File: config.mk
export PLATFORM = sky130hd
export DESIGN_NAME = multi_acc_flat
export DESIGN_NICKNAME = d
export VERILOG_FILES = /design/src/rtl/multi_acc_if.sv /design/src/rtl/multi_acc.sv /design/src/flat_wrapper.sv
export SDC_FILE = /design/constraint.sdc
export NUM_CORES = 1
export LEC_CHECK = 0
export CAP_MARGIN = 5
export CORE_ASPECT_RATIO = 0.7
export CORE_MARGIN = 1.5
export CORE_UTILIZATION = 58
export CTS_CLUSTER_DIAMETER = 100
export DETAILED_ROUTE_END_ITERATION = 6
export PLACE_DENSITY = 0.81
export SLEW_MARGIN = 5
export SYNTH_ARGS = -nofsm -noshare
export SYNTH_HDL_FRONTEND = slang
export SYNTH_SLANG_ARGS = --single-unit
File: constraint.sdc
create_clock -name clk -period 3.15 [get_ports clk]
set_input_delay 0.7875 -clock clk [delete_from_list [all_inputs] [get_ports clk]]
set_output_delay 0.7875 -clock clk [all_outputs]
set_load 0.02 [all_outputs]
File: src/rtl/multi_acc_if.sv
// -----------------------------------------------------------------------------
// multi_acc_if
//   Bundles the partial-product input stream and the result output stream of
//   multi_acc into one interface.
//
//   Input stream (from the multiplier):
//     in_vld, in_data[15:0], in_last -> block ; in_rdy <- block
//     acc_clr                         -> block  (discard in-progress group)
//   Result stream (to the consumer):
//     res_vld, res_data[ACC_W-1:0], res_ovf, res_cnt[7:0] <- block
//     res_rdy -> block
//   Status:
//     busy <- block
//
//   slave  : the accumulator side (multi_acc itself)
//   master : the environment driving beats and consuming results
// -----------------------------------------------------------------------------
interface multi_acc_if #(
  parameter int ACC_W = 24
);
  logic             in_vld;
  logic [15:0]      in_data;
  logic             in_last;
  logic             in_rdy;
  logic             acc_clr;
  logic             res_vld;
  logic             res_rdy;
  logic [ACC_W-1:0] res_data;
  logic             res_ovf;
  logic [7:0]       res_cnt;
  logic             busy;

  modport slave (
    input  in_vld, in_data, in_last, acc_clr, res_rdy,
    output in_rdy, res_vld, res_data, res_ovf, res_cnt, busy
  );

  modport master (
    output in_vld, in_data, in_last, acc_clr, res_rdy,
    input  in_rdy, res_vld, res_data, res_ovf, res_cnt, busy
  );
endinterface

File: src/rtl/multi_acc.sv
// -----------------------------------------------------------------------------
// multi_acc
//   Sums a stream of signed 16-bit partial products into an ACC_W-bit
//   accumulator. A beat flagged in_last closes its group: the group sum, a
//   sticky overflow flag and the beat count (saturating at 255) are pushed
//   into an OBUF_DEPTH-entry output FIFO drained with a valid/ready handshake.
//   A full FIFO deasserts in_rdy, backpressuring the multiplier.
//
//   Ports:
//     clk  - clock
//     rst  - asynchronous, active-high reset
//     bus  - multi_acc_if.slave (beat input, result output, busy)
//
//   Parameters:
//     ACC_W      - accumulator/result width (>= 17)
//     SAT        - 1: clamp on overflow, 0: two's-complement wrap
//     OBUF_DEPTH - output FIFO entries (power of 2, >= 2)
// -----------------------------------------------------------------------------
module multi_acc #(
  parameter int ACC_W      = 24,
  parameter int SAT        = 1,
  parameter int OBUF_DEPTH = 2
) (
  input  logic       clk,
  input  logic       rst,
  multi_acc_if.slave bus
);

  localparam int PTR_W = $clog2(OBUF_DEPTH);

  localparam logic [0:0] ST_IDLE  = 1'b0;
  localparam logic [0:0] ST_ACCUM = 1'b1;

  localparam logic [ACC_W-1:0] ACC_MAX = {1'b0, {(ACC_W-1){1'b1}}};
  localparam logic [ACC_W-1:0] ACC_MIN = {1'b1, {(ACC_W-1){1'b0}}};

  // Group state
  logic [0:0]       state;
  logic [ACC_W-1:0] acc;
  logic             ovf;
  logic [7:0]       cnt;

  // Output FIFO
  logic [ACC_W-1:0] data_mem [OBUF_DEPTH];
  logic             ovf_mem  [OBUF_DEPTH];
  logic [7:0]       cnt_mem  [OBUF_DEPTH];
  logic [PTR_W-1:0] wr_ptr;
  logic [PTR_W-1:0] rd_ptr;
  logic [PTR_W:0]   count;

  logic             fifo_full;
  logic             fifo_empty;
  logic             beat_acc;
  logic             push;
  logic             pop;

  logic [ACC_W:0]   sum_wide;
  logic             beat_ovf;
  logic [ACC_W-1:0] sum;
  logic [7:0]       cnt_inc;
  logic             ovf_grp;

  assign fifo_full  = (count == (PTR_W+1)'(OBUF_DEPTH));
  assign fifo_empty = (count == '0);

  // in_rdy depends only on registered occupancy and acc_clr, so a pop while
  // full frees a slot for beats on the following cycle.
  assign bus.in_rdy = ~fifo_full & ~bus.acc_clr;
  assign beat_acc   = bus.in_vld & bus.in_rdy;
  assign push       = beat_acc & bus.in_last;
  assign pop        = ~fifo_empty & bus.res_rdy;

  // One extra bit catches signed overflow: the top two bits differ exactly
  // when the true sum does not fit in ACC_W bits.
  always_comb begin
    // NOTE: every combinational output gets a default before any condition,
    // so no path leaves it unassigned and no latch is inferred.
    sum_wide = {acc[ACC_W-1], acc} + {{(ACC_W-15){bus.in_data[15]}}, bus.in_data};
    beat_ovf = sum_wide[ACC_W] ^ sum_wide[ACC_W-1];
    sum      = sum_wide[ACC_W-1:0];
    if ((SAT != 0) && beat_ovf) begin
      sum = sum_wide[ACC_W] ? ACC_MIN : ACC_MAX;
    end
  end

  // In IDLE acc/cnt/ovf are already zero, so the same sum/cnt_inc/ovf_grp
  // serve both the first beat of a group and later beats.
  assign cnt_inc = (cnt == 8'hFF) ? 8'hFF : cnt + 8'd1;
  assign ovf_grp = ovf | beat_ovf;

  // NOTE: state registers use non-blocking assignments so every flop samples
  // pre-edge values regardless of statement order.
  always_ff @(posedge clk or posedge rst) begin
    if (rst) begin
      state <= ST_IDLE;
      acc   <= '0;
      ovf   <= 1'b0;
      cnt   <= '0;
    end else if (bus.acc_clr) begin
      state <= ST_IDLE;
      acc   <= '0;
      ovf   <= 1'b0;
      cnt   <= '0;
    end else if (beat_acc) begin
      if (bus.in_last) begin
        state <= ST_IDLE;
        acc   <= '0;
        ovf   <= 1'b0;
        cnt   <= '0;
      end else begin
        state <= ST_ACCUM;
        acc   <= sum;
        ovf   <= ovf_grp;
        cnt   <= cnt_inc;
      end
    end
  end

  // Pointers wrap naturally because OBUF_DEPTH is a power of two.
  always_ff @(posedge clk or posedge rst) begin
    if (rst) begin
      wr_ptr <= '0;
      rd_ptr <= '0;
      count  <= '0;
    end else begin
      if (push) wr_ptr <= wr_ptr + PTR_W'(1);
      if (pop)  rd_ptr <= rd_ptr + PTR_W'(1);
      if (push && !pop)      count <= count + (PTR_W+1)'(1);
      else if (pop && !push) count <= count - (PTR_W+1)'(1);
    end
  end

  // NOTE: the FIFO storage is not reset; an entry is only visible once the
  // occupancy count says it was written, and the outputs below are forced to
  // zero while the FIFO is empty.
  always_ff @(posedge clk) begin
    if (push) begin
      data_mem[wr_ptr] <= sum;
      ovf_mem[wr_ptr]  <= ovf_grp;
      cnt_mem[wr_ptr]  <= cnt_inc;
    end
  end

  assign bus.res_vld  = ~fifo_empty;
  assign bus.res_data = fifo_empty ? '0    : data_mem[rd_ptr];
  assign bus.res_ovf  = fifo_empty ? 1'b0  : ovf_mem[rd_ptr];
  assign bus.res_cnt  = fifo_empty ? 8'h00 : cnt_mem[rd_ptr];
  assign bus.busy     = (state == ST_ACCUM) | ~fifo_empty;

endmodule

File: src/flat_wrapper.sv
// flat-port wrapper written by rule: the top's interface ports become plain ports
module multi_acc_flat 
#(
  parameter int ACC_W      = 24,
  parameter int SAT        = 1,
  parameter int OBUF_DEPTH = 2
)
  (clk, rst, bus_in_vld, bus_in_data, bus_in_last, bus_acc_clr, bus_res_rdy, bus_in_rdy, bus_res_vld, bus_res_data, bus_res_ovf, bus_res_cnt, bus_busy);
  multi_acc_if #(.ACC_W(ACC_W)) bus_i ();
  input  logic clk;
  input  logic rst;
  input wire logic [$bits(bus_i.in_vld)-1:0] bus_in_vld;
  input wire logic [$bits(bus_i.in_data)-1:0] bus_in_data;
  input wire logic [$bits(bus_i.in_last)-1:0] bus_in_last;
  input wire logic [$bits(bus_i.acc_clr)-1:0] bus_acc_clr;
  input wire logic [$bits(bus_i.res_rdy)-1:0] bus_res_rdy;
  output wire logic [$bits(bus_i.in_rdy)-1:0] bus_in_rdy;
  output wire logic [$bits(bus_i.res_vld)-1:0] bus_res_vld;
  output wire logic [$bits(bus_i.res_data)-1:0] bus_res_data;
  output wire logic [$bits(bus_i.res_ovf)-1:0] bus_res_ovf;
  output wire logic [$bits(bus_i.res_cnt)-1:0] bus_res_cnt;
  output wire logic [$bits(bus_i.busy)-1:0] bus_busy;
  assign bus_i.in_vld = bus_in_vld;
  assign bus_i.in_data = bus_in_data;
  assign bus_i.in_last = bus_in_last;
  assign bus_i.acc_clr = bus_acc_clr;
  assign bus_i.res_rdy = bus_res_rdy;
  assign bus_in_rdy = bus_i.in_rdy;
  assign bus_res_vld = bus_i.res_vld;
  assign bus_res_data = bus_i.res_data;
  assign bus_res_ovf = bus_i.res_ovf;
  assign bus_res_cnt = bus_i.res_cnt;
  assign bus_busy = bus_i.busy;
  multi_acc #(.ACC_W(ACC_W), .SAT(SAT), .OBUF_DEPTH(OBUF_DEPTH)) u_core (.clk(clk), .rst(rst), .bus(bus_i));
endmodule
==> impl_metrics.yaml, run 1 <==
worst_setup_path:
  reg2reg_depth: 9
  slowest_delay_ns: 0.56
  cp-start-kind: "input port"
  critPathSlowestCell: "a2111o_1"
  crit_buf_inv: 2
  timing.rr.end: "u_core.data_mem[1][0]$_DFFE_PP_"
  path_common_cell: "o21ai_4"
  required_ns: 3.23
  crit_chain: "dlygate4sd2_1 > ha_1 > a211oi_2 > o211a_1 > o31a_1 > o21ai_4 > a2111o_1 > o21ai_4 > buf_6 > o21ai_1"
  arrival_ns: 3.32
  crit_path_max_fanout: 6
  end_kind: "register"
  reg2reg_slack_ns: 0.16
  path_class: "input port to register"
  r2r-start: "u_core.acc[1]$_DFFE_PP0P_"
  path_delay_family: "compound AO/OA/AOI/OAI gates"
synth:
  synth-async-reset-ratio: 0.365
  postSynthCellCount: 513
  synth_fp_nets: 562
  synth_edf_count: 66
  ys_top_cells_by_area: "edfxtp_1, dfrtp_1, mux2i_1"
  post-synth-top-count-cell: "edfxtp_1"
  synth.top_cell.area_share: 0.341
  seq_area_frac_synth: 0.505
  ys_types: 58
  netlist_area_mm2: 0.00580
  synth_largest_area_cell: "edfxtp_1"
  ys_seq_elements: 104
  synth_area_per_cell_um2: 11.3
  ys.flop_type: "edfxtp_1"
  synthTopCellsByCount: "edfxtp_1, nor2_1, nand2_1"
  synth_warnings: 0
cts:
  clock_path_buffers: 2
  root_buffer: "clkbuf_16"
  htreeDepth: 3
  cts_hold_buf: 0
  clkLatencyLatePin_ns: 0.36
  clk_pin_slew_ns: 0.07
  clock-sinks: 104
  numCtsBuffers: 9
  cts_tree: "built"
worst_hold_path:
  whs_endpoint: "u_core.wr_ptr$_DFFE_PP0P_"
  hold_depth: 1
  holdCritPathClass: "register to register"
  min_from: "u_core.wr_ptr$_DFFE_PP0P_"
timing:
  rsz0062_at_grt: "true"
  final.setup_skew_ns: 0.0107
  min_period_ns: 3.25
  fmax_mhz: 308
  final_hold_viol_count: 0
  final-setup-viol-count: 68
  worst_pin_slew_ns: 0.619
  slew_headroom: 0.586
  fin_ws_ns: -0.0958
  whs_ns: 0.520
  slew_viol_final: 0
  layout_worst_path_cycle_share: 1.03
pwr:
  powerDensity_mw_per_mm2: 783
  vdd.ir_drop.worst_v: 0.000462
  p_leak_nw: 3.50
status:
  status: "finished with violations"
  violations: "negative setup slack"
global_routing:
  grt_usage: 0.336
  overflow: 0
  grt_max_degree: 39
  antenna_found_initial: 0
  grt_pass1_vias: 4962
  grt_pass1_wl_um: 26500
final_layout:
  finalNetCount: 719
  final_util: 0.825
  area_delta_synth_final_pct: 38.2
  diodes: 0
  layout-drive-gt1-share: 0.295
  fill_cells: 520
die:
  core_area_mm2: 0.00972
  initial_core_util: 0.597
  die_height_um: 86.7
  rows: 30
  die_w_um: 123
  io_pins: 58
  die_area_mm2: 0.0106
routing:
  routed_wl_um: 18100
  drtAntennaViolNets: 0
  drt_iter0_markers: 599
  avgViaCountPerCell: 6.35
  num_vias: 5101
  wire_per_inst_um: 22.6
  drc: 0
  first_pass_iters: 5
place:
  io_buffers: 57
  dp_hpwl_um: 10400
  place_congestion: 0.906
flow_run:
  maxCapViolCount: 0
-- final cells by class --
class,instances,area [µm²],area share
Sequential cell,104,2930,0.366
Clock inverter,6,60.1,0.00748
Timing Repair Buffer,171,1590,0.198
Tap cell,128,160,0.0200
Clock buffer,10,229,0.0285
Inverter,12,45.0,0.00561
Multi-Input combinational cell,372,3010,0.375
-- timing repair --
| action | CTS | global route |
|---|---|---|
| pin swaps | 25 | 27 |
| resized for setup | 55 | 35 |
| cloned | 6 | 0 |
| setup buffers | 11 | 8 |
| setup endpoints to repair | 74 | 74 |
-- flip-flops by register name, indices dropped and copies added, names as in the netlist --
name             count
u_core.data_mem     48
u_core.acc          24
u_core.cnt_mem      16
u_core.cnt           8
u_core.count         2
u_core.ovf_mem       2
u_core.ovf           1
u_core.rd_ptr        1
u_core.state         1
u_core.wr_ptr        1
-- metrics by stage --
stage	cells	power (mW)	setup WS [ns]	setup TNS (ns)	cell area, µm²
CTS	797	6.06	0.00545	0	7820
floorplan	513	3.50	0.0950	0	5810
global route	803	6.53	-0.0587	-2.18	8020
detailed placement	764	4.77	-0.696	-42.53	7160
global placement	764	4.68	-0.490	-32.51	7160
finish	803	6.29	-0.0958	-2.98	8020
-- layer usage --
metal | up-vias | track usage | wire length (µm)
li1 | 2231 | - | -
met1 | 2504 | 0.449 | 7440
met2 | 304 | 0.544 | 8640
met3 | 62 | 0.0625 | 1390
met4 | 0 | 0.137 | 654
met5 | - | 0 | 0
-- how the worst max path moves through the flow --
stage               startpoint                                to  cells past startpoint
2_1_floorplan  bus_in_data[12]  u_core.data_mem[0][16]$_DFFE_PP_                     10
3_3_place_gp    bus_in_data[0]  u_core.data_mem[0][13]$_DFFE_PP_                     13
3_5_place_dp    bus_in_data[0]   u_core.data_mem[0][5]$_DFFE_PP_                     13
4_1_cts         bus_in_data[6]         u_core.acc[0]$_DFFE_PP0P_                     13
5_1_grt         bus_in_data[1]        u_core.acc[11]$_DFFE_PP0P_                     11
6_report        bus_in_data[1]   u_core.data_mem[1][0]$_DFFE_PP_                     10
-- cell families (layout without fill, tap and decap cells) --
family / count (synthesis) / after routing / share of synthesized area
compound gates: 151 / 151 / 0.201
xor+xnor: 29 / 29 / 0.0438
fa+ha+maj: 27 / 27 / 0.0595
buf+inv: 37 / 199 / 0.0319
flops: 104 / 104 / 0.505
mux: 34 / 34 / 0.0586
simple gates: 131 / 131 / 0.100
-- report_power, final --
part | total, mW | switching, mW | internal, mW
Clock | 1.10 | 0.548 | 0.556
Sequential | 1.90 | 0.155 | 1.74
Combinational | 3.28 | 1.76 | 1.53
-- layout by cell type (no fill, tap or decap), drive strengths merged, types with 7 or more instances in the layout --
cell / Yosys / routed
a21o: 9 / 9
a21oi: 26 / 26
a22o: 9 / 9
and2: 8 / 8
and3: 9 / 9
buf: 12 / 113
clkbuf: 13 / 11
clkdlybuf4s50: 0 / 42
dfrtp: 38 / 38
dlymetal6s2s: 0 / 7
edfxtp: 66 / 66
ha: 26 / 26
inv: 12 / 15
mux2i: 34 / 34
nand2: 41 / 41
nor2: 51 / 51
o211ai: 26 / 26
o21ai: 42 / 42
xnor2: 16 / 16
xor2: 13 / 13
Power figures use the tool's default switching activity.
==> inputs of run 2 (changes only) <==
Clock period 3.15 ns to 3.6 ns, I/O delays scaled along.
==> impl_metrics.yaml, run 2 (synthesis gave the netlist of run 1 again) <==
routing:
  drtAntennaViolNets: 0
  drt_iter0_markers: 360
  first_pass_iters: 5
  drc: 0
  wire_per_inst_um: 19.2
  routed_wl_um: 14800
  num_vias: 4629
  avgViaCountPerCell: 5.99
cts:
  htreeDepth: 3
  root_buffer: "clkbuf_16"
  clk_pin_slew_ns: 0.08
  clock_path_buffers: 2
  cts_tree: "built"
  clock-sinks: 104
  clkLatencyLatePin_ns: 0.35
  numCtsBuffers: 9
place:
  dp_cells: 756
  dp_hpwl_um: 10400
  io_buffers: 57
  place_congestion: 0.875
timing:
  slew_viol_final: 0
  whs_ns: 0.497
  final_hold_viol_count: 0
  fmax_mhz: 279
  fin_setup_tns_ns: 0
  worst_pin_slew_ns: 0.560
  min_period_ns: 3.58
  final.setup_skew_ns: 0.0113
  layout_worst_path_cycle_share: 0.996
  final-setup-viol-count: 0
  slew_headroom: 0.627
worst_setup_path:
  timing.rr.end: "u_core.data_mem[1][12]$_DFFE_PP_"
  required_ns: 3.75
  reg2reg_slack_ns: 0.64
  path_class: "input port to register"
  end_kind: "register"
  crit_path_max_fanout: 13
  r2r-start: "u_core.acc[12]$_DFFE_PP0P_"
  cp-start-kind: "input port"
  reg2reg_depth: 10
  arrival_ns: 3.74
worst_hold_path:
  min_from: "u_core.acc[0]$_DFFE_PP0P_"
  holdCritPathClass: "register to register"
  hold_depth: 2
  whs_endpoint: "u_core.acc[0]$_DFFE_PP0P_"
final_layout:
  final_cells: 773
  top_regs: "u_core.data_mem: 48 flops, u_core.acc: 24 flops, u_core.cnt_mem: 16 flops"
  layout-drive-gt1-share: 0.219
  regMostFlops: "u_core.data_mem"
  final_util: 0.766
  final_cell_mix: "buf_4, edfxtp_1, clkdlybuf4s50_1"
  final_common_cell: "buf_4"
  area_delta_synth_final_pct: 28.3
  finalNetCount: 689
  largest_reg_flops: 48
  diodes: 0
global_routing:
  overflow: 0
  antenna_found_initial: 0
  grt_pass1_wl_um: 23300
  grt_usage: 0.292
  grt_max_degree: 39
  grt_pass1_vias: 4612
die:
  initial_core_util: 0.597
  io_pins: 58
  die_area_mm2: 0.0106
  die_w_um: 123
  rows: 30
  die_height_um: 86.7
  core_area_mm2: 0.00972
status:
  status: "finished clean"
pwr:
  p_leak_nw: 3.26
  powerDensity_mw_per_mm2: 698
  vdd.ir_drop.worst_v: 0.000490
flow_run:
  maxCapViolCount: 0
==> run 2: how the worst max path moves through the flow <==
| stage | cells after the start | startpoint | to |
|---|---|---|---|
| 2_1_floorplan | 3 | bus_acc_clr | u_core.cnt_mem[0][0]$_DFFE_PP_ |
| 3_3_place_gp | 12 | bus_in_data[0] | u_core.acc[16]$_DFFE_PP0P_ |
| 3_5_place_dp | 12 | bus_in_data[0] | u_core.data_mem[0][3]$_DFFE_PP_ |
| 4_1_cts | 12 | bus_in_data[0] | u_core.data_mem[1][13]$_DFFE_PP_ |
| 5_1_grt | 13 | bus_in_data[0] | u_core.ovf_mem[1]$_DFFE_PP_ |
| 6_report | 12 | bus_in_data[0] | u_core.data_mem[0][5]$_DFFE_PP_ |
==> run 2: final cells by class <==
class / count / area (µm²)
Fill cell: 633 / 2270
Clock buffer: 9 / 225
Multi-Input combinational cell: 372 / 2730
Sequential cell: 104 / 2930
Clock inverter: 7 / 92.6
Tap cell: 128 / 160
Timing Repair Buffer: 141 / 1270
Inverter: 12 / 45.0
==> run 2: through the flow <==
step                      cell area (µm²)  power [mW]  worst slack [ns]
after floorplan                      5800        3.07             0.164
after global placement               7090        4.05            -0.195
after detailed placement             7090        4.13            -0.315
after CTS                            7410        5.18            0.0260
after global routing                 7450        5.47           -0.0783
final                                7450        5.20            0.0151
==> run 2: per-layer routing <==
metal / part of all wire / track usage / vias up
met5: 0 / 0 / -
met4: 0.015 / 0.0888 / 0
met3: 0.051 / 0.0513 / 17
met2: 0.48 / 0.480 / 158
met1: 0.45 / 0.400 / 2286
li1: - / - / 2168
==> run 2: critical path: stages <==
cell and delay (ns):
clkdlybuf4s50_1 0.46, ha_1 0.16, inv_1 0.06, fa_2 0.37, nor2b_4 0.14, o31ai_2 0.09
a211oi_2 0.35, a31oi_2 0.17, o211ai_1 0.38, o21ai_2 0.19, buf_12 0.18, o21ai_0 0.27
==> run 2: where the power goes <==
group / internal (mW) / leakage, nW / switching (mW) / total [mW]
clock network: 0.559 / 0.156 / 0.467 / 1.03
registers: 1.53 / 1.11 / 0.110 / 1.64
logic: 1.15 / 1.99 / 1.38 / 2.54
==> run 2: timing repair <==
action | in CTS | in global routing
endpoints found under the hold margin | 0 | 0
setup endpoints to repair | 0 | 71
gates resized for setup | 0 | 14
setup buffers | 0 | 1
hold buffers | 0 | 0
==> inputs of run 3 (changes only) <==
Settings changed: PLACE_DENSITY 0.81 to not set, PLACE_DENSITY_LB_ADDON set to 0.2.
==> impl_metrics.yaml, run 3 (synthesis gave the netlist of run 1 again) <==
worst_setup_path:
  r2r-start: "u_core.acc[12]$_DFFE_PP0P_"
  end_kind: "register"
  crit_path_max_fanout: 8
  reg2reg_depth: 9
  path_class: "input port to register"
  cp-start-kind: "input port"
  reg2reg_slack_ns: 0.70
  arrival_ns: 3.85
  timing.rr.end: "u_core.data_mem[0][7]$_DFFE_PP_"
  required_ns: 3.82
routing:
  routed_wl_um: 14800
  drtAntennaViolNets: 0
  num_vias: 4657
  drt_iter0_markers: 361
  avgViaCountPerCell: 5.96
  first_pass_iters: 5
  wire_per_inst_um: 18.9
  drc: 0
timing:
  final-setup-viol-count: 11
  fin_ws_ns: -0.0304
  slew_headroom: 0.561
  final_hold_viol_count: 0
  fmax_mhz: 275
  slew_viol_final: 0
  min_period_ns: 3.63
  whs_ns: 0.486
  worst_pin_slew_ns: 0.658
  layout_worst_path_cycle_share: 1.01
  fin_setup_tns_ns: -0.144
  final.setup_skew_ns: 0.00823
die:
  die_w_um: 123
  io_pins: 58
  core_area_mm2: 0.00972
  die_height_um: 86.7
  rows: 30
  initial_core_util: 0.597
  die_area_mm2: 0.0106
flow_run:
  maxCapViolCount: 0
final_layout:
  final_cell_mix: "buf_4, edfxtp_1, clkdlybuf4s50_1"
  area_delta_synth_final_pct: 29.2
  finalNetCount: 698
  diodes: 0
  regMostFlops: "u_core.data_mem"
  final_common_cell: "buf_4"
  largest_reg_flops: 48
  top_regs: "u_core.data_mem: 48 flops, u_core.acc: 24 flops, u_core.cnt_mem: 16 flops"
  layout-drive-gt1-share: 0.231
  final_util: 0.771
  fill_cells: 633
global_routing:
  grt_pass1_vias: 4549
  grt_max_degree: 34
  antenna_found_initial: 0
  grt_usage: 0.287
  grt_pass1_wl_um: 23100
  overflow: 0
cts:
  clock_path_buffers: 2
  clk_pin_slew_ns: 0.07
  root_buffer: "clkbuf_16"
  numCtsBuffers: 9
  cts_tree: "built"
  clkLatencyLatePin_ns: 0.34
  clock-sinks: 104
  htreeDepth: 3
place:
  dp_hpwl_um: 10500
  place_congestion: 0.958
  io_buffers: 57
worst_hold_path:
  min_from: "u_core.state$_DFFE_PP0P_"
  hold_depth: 1
  whs_endpoint: "u_core.state$_DFFE_PP0P_"
  holdCritPathClass: "register to register"
pwr:
  powerDensity_mw_per_mm2: 684
  p_leak_nw: 3.27
  vdd.ir_drop.worst_v: 0.000463
  totalPowerFinal_mw: 5.13
status:
  status: "finished with violations"
  violations: "negative setup slack"
run 3: changes by cell type in the layout (fill, tap and decap cells not counted), sizes merged:
cell           delta
clkdlybuf4s50     +1
bufinv            -1
inv               -1
buf               +8
clkinvlp          +2
clkbuf            +2
dlymetal6s2s      -1
clkinv            -1
run 3: layout make-up:
class,instances,area [µm²],share of cell area
clock inverter,6,60.1,0.00801
clock buffer,10,239,0.0319
timing repair buffer,150,1320,0.177
inverter,12,45.0,0.00601
tap,128,160,0.0214
multi-input combinational,372,2740,0.365
sequential,104,2930,0.391
run 3: stage by stage:
| step | cell area [µm²] | worst slack, ns | instances |
|---|---|---|---|
| 6_report | 7500 | -0.0304 | 782 |
| 5_1_grt | 7500 | -0.103 | 782 |
| 4_1_cts | 7390 | 0.0381 | 775 |
| 3_5_place_dp | 7090 | -0.287 | 759 |
| 3_3_place_gp | 7090 | -0.152 | 759 |
| 2_1_floorplan | 5800 | 0.164 | 513 |
run 3: power by group:
part           switching (mW)  internal, mW  leakage [nW]  total, mW
combinational            1.38          1.16          2.03       2.54
clock                   0.455         0.504         0.140      0.959
sequential             0.0999          1.53          1.11       1.63
total                    1.94          3.19          3.27       5.13
run 3: how the worst max path moves through the flow:
stage                         start  slack, ns  cells past startpoint                                to
floorplan               bus_acc_clr       0.16                      3    u_core.cnt_mem[0][0]$_DFFE_PP_
global placement     bus_in_data[0]      -0.15                     13   u_core.data_mem[0][7]$_DFFE_PP_
detailed placement   bus_in_data[0]      -0.29                     13  u_core.data_mem[0][14]$_DFFE_PP_
CTS                  bus_in_data[0]       0.04                     13  u_core.data_mem[1][14]$_DFFE_PP_
global route         bus_in_data[0]      -0.10                     14        u_core.acc[16]$_DFFE_PP0P_
finish              bus_in_data[15]      -0.03                     12        u_core.acc[21]$_DFFE_PP0P_
run 3: metal layers:
| layer | track usage | part of all wire | up-vias |
|---|---|---|---|
| met4 | 0.0729 | 0.013 | 0 |
| met1 | 0.411 | 0.46 | 2291 |
| met3 | 0.0487 | 0.058 | 20 |
| met2 | 0.458 | 0.47 | 169 |
| met5 | 0 | 0 | - |
| li1 | - | - | 2177 |
run 3: what timing repair did:
item	CTS	global route
gates resized for setup	0	13
setup buffers	0	6
hold buffers	0	0
endpoints found under the setup margin	0	68
run 3: worst max-delay path, cell delays in order:
cell and delay (ns):
clkdlybuf4s50_1 0.50, buf_4 0.21, ha_1 0.30, nand2_1 0.07
o21ai_1 0.07, a221o_1 0.38, a211oi_2 0.34, o211ai_1 0.27
buf_4 0.22, o211ai_4 0.25, clkbuf_16 0.24, o211ai_2 0.10
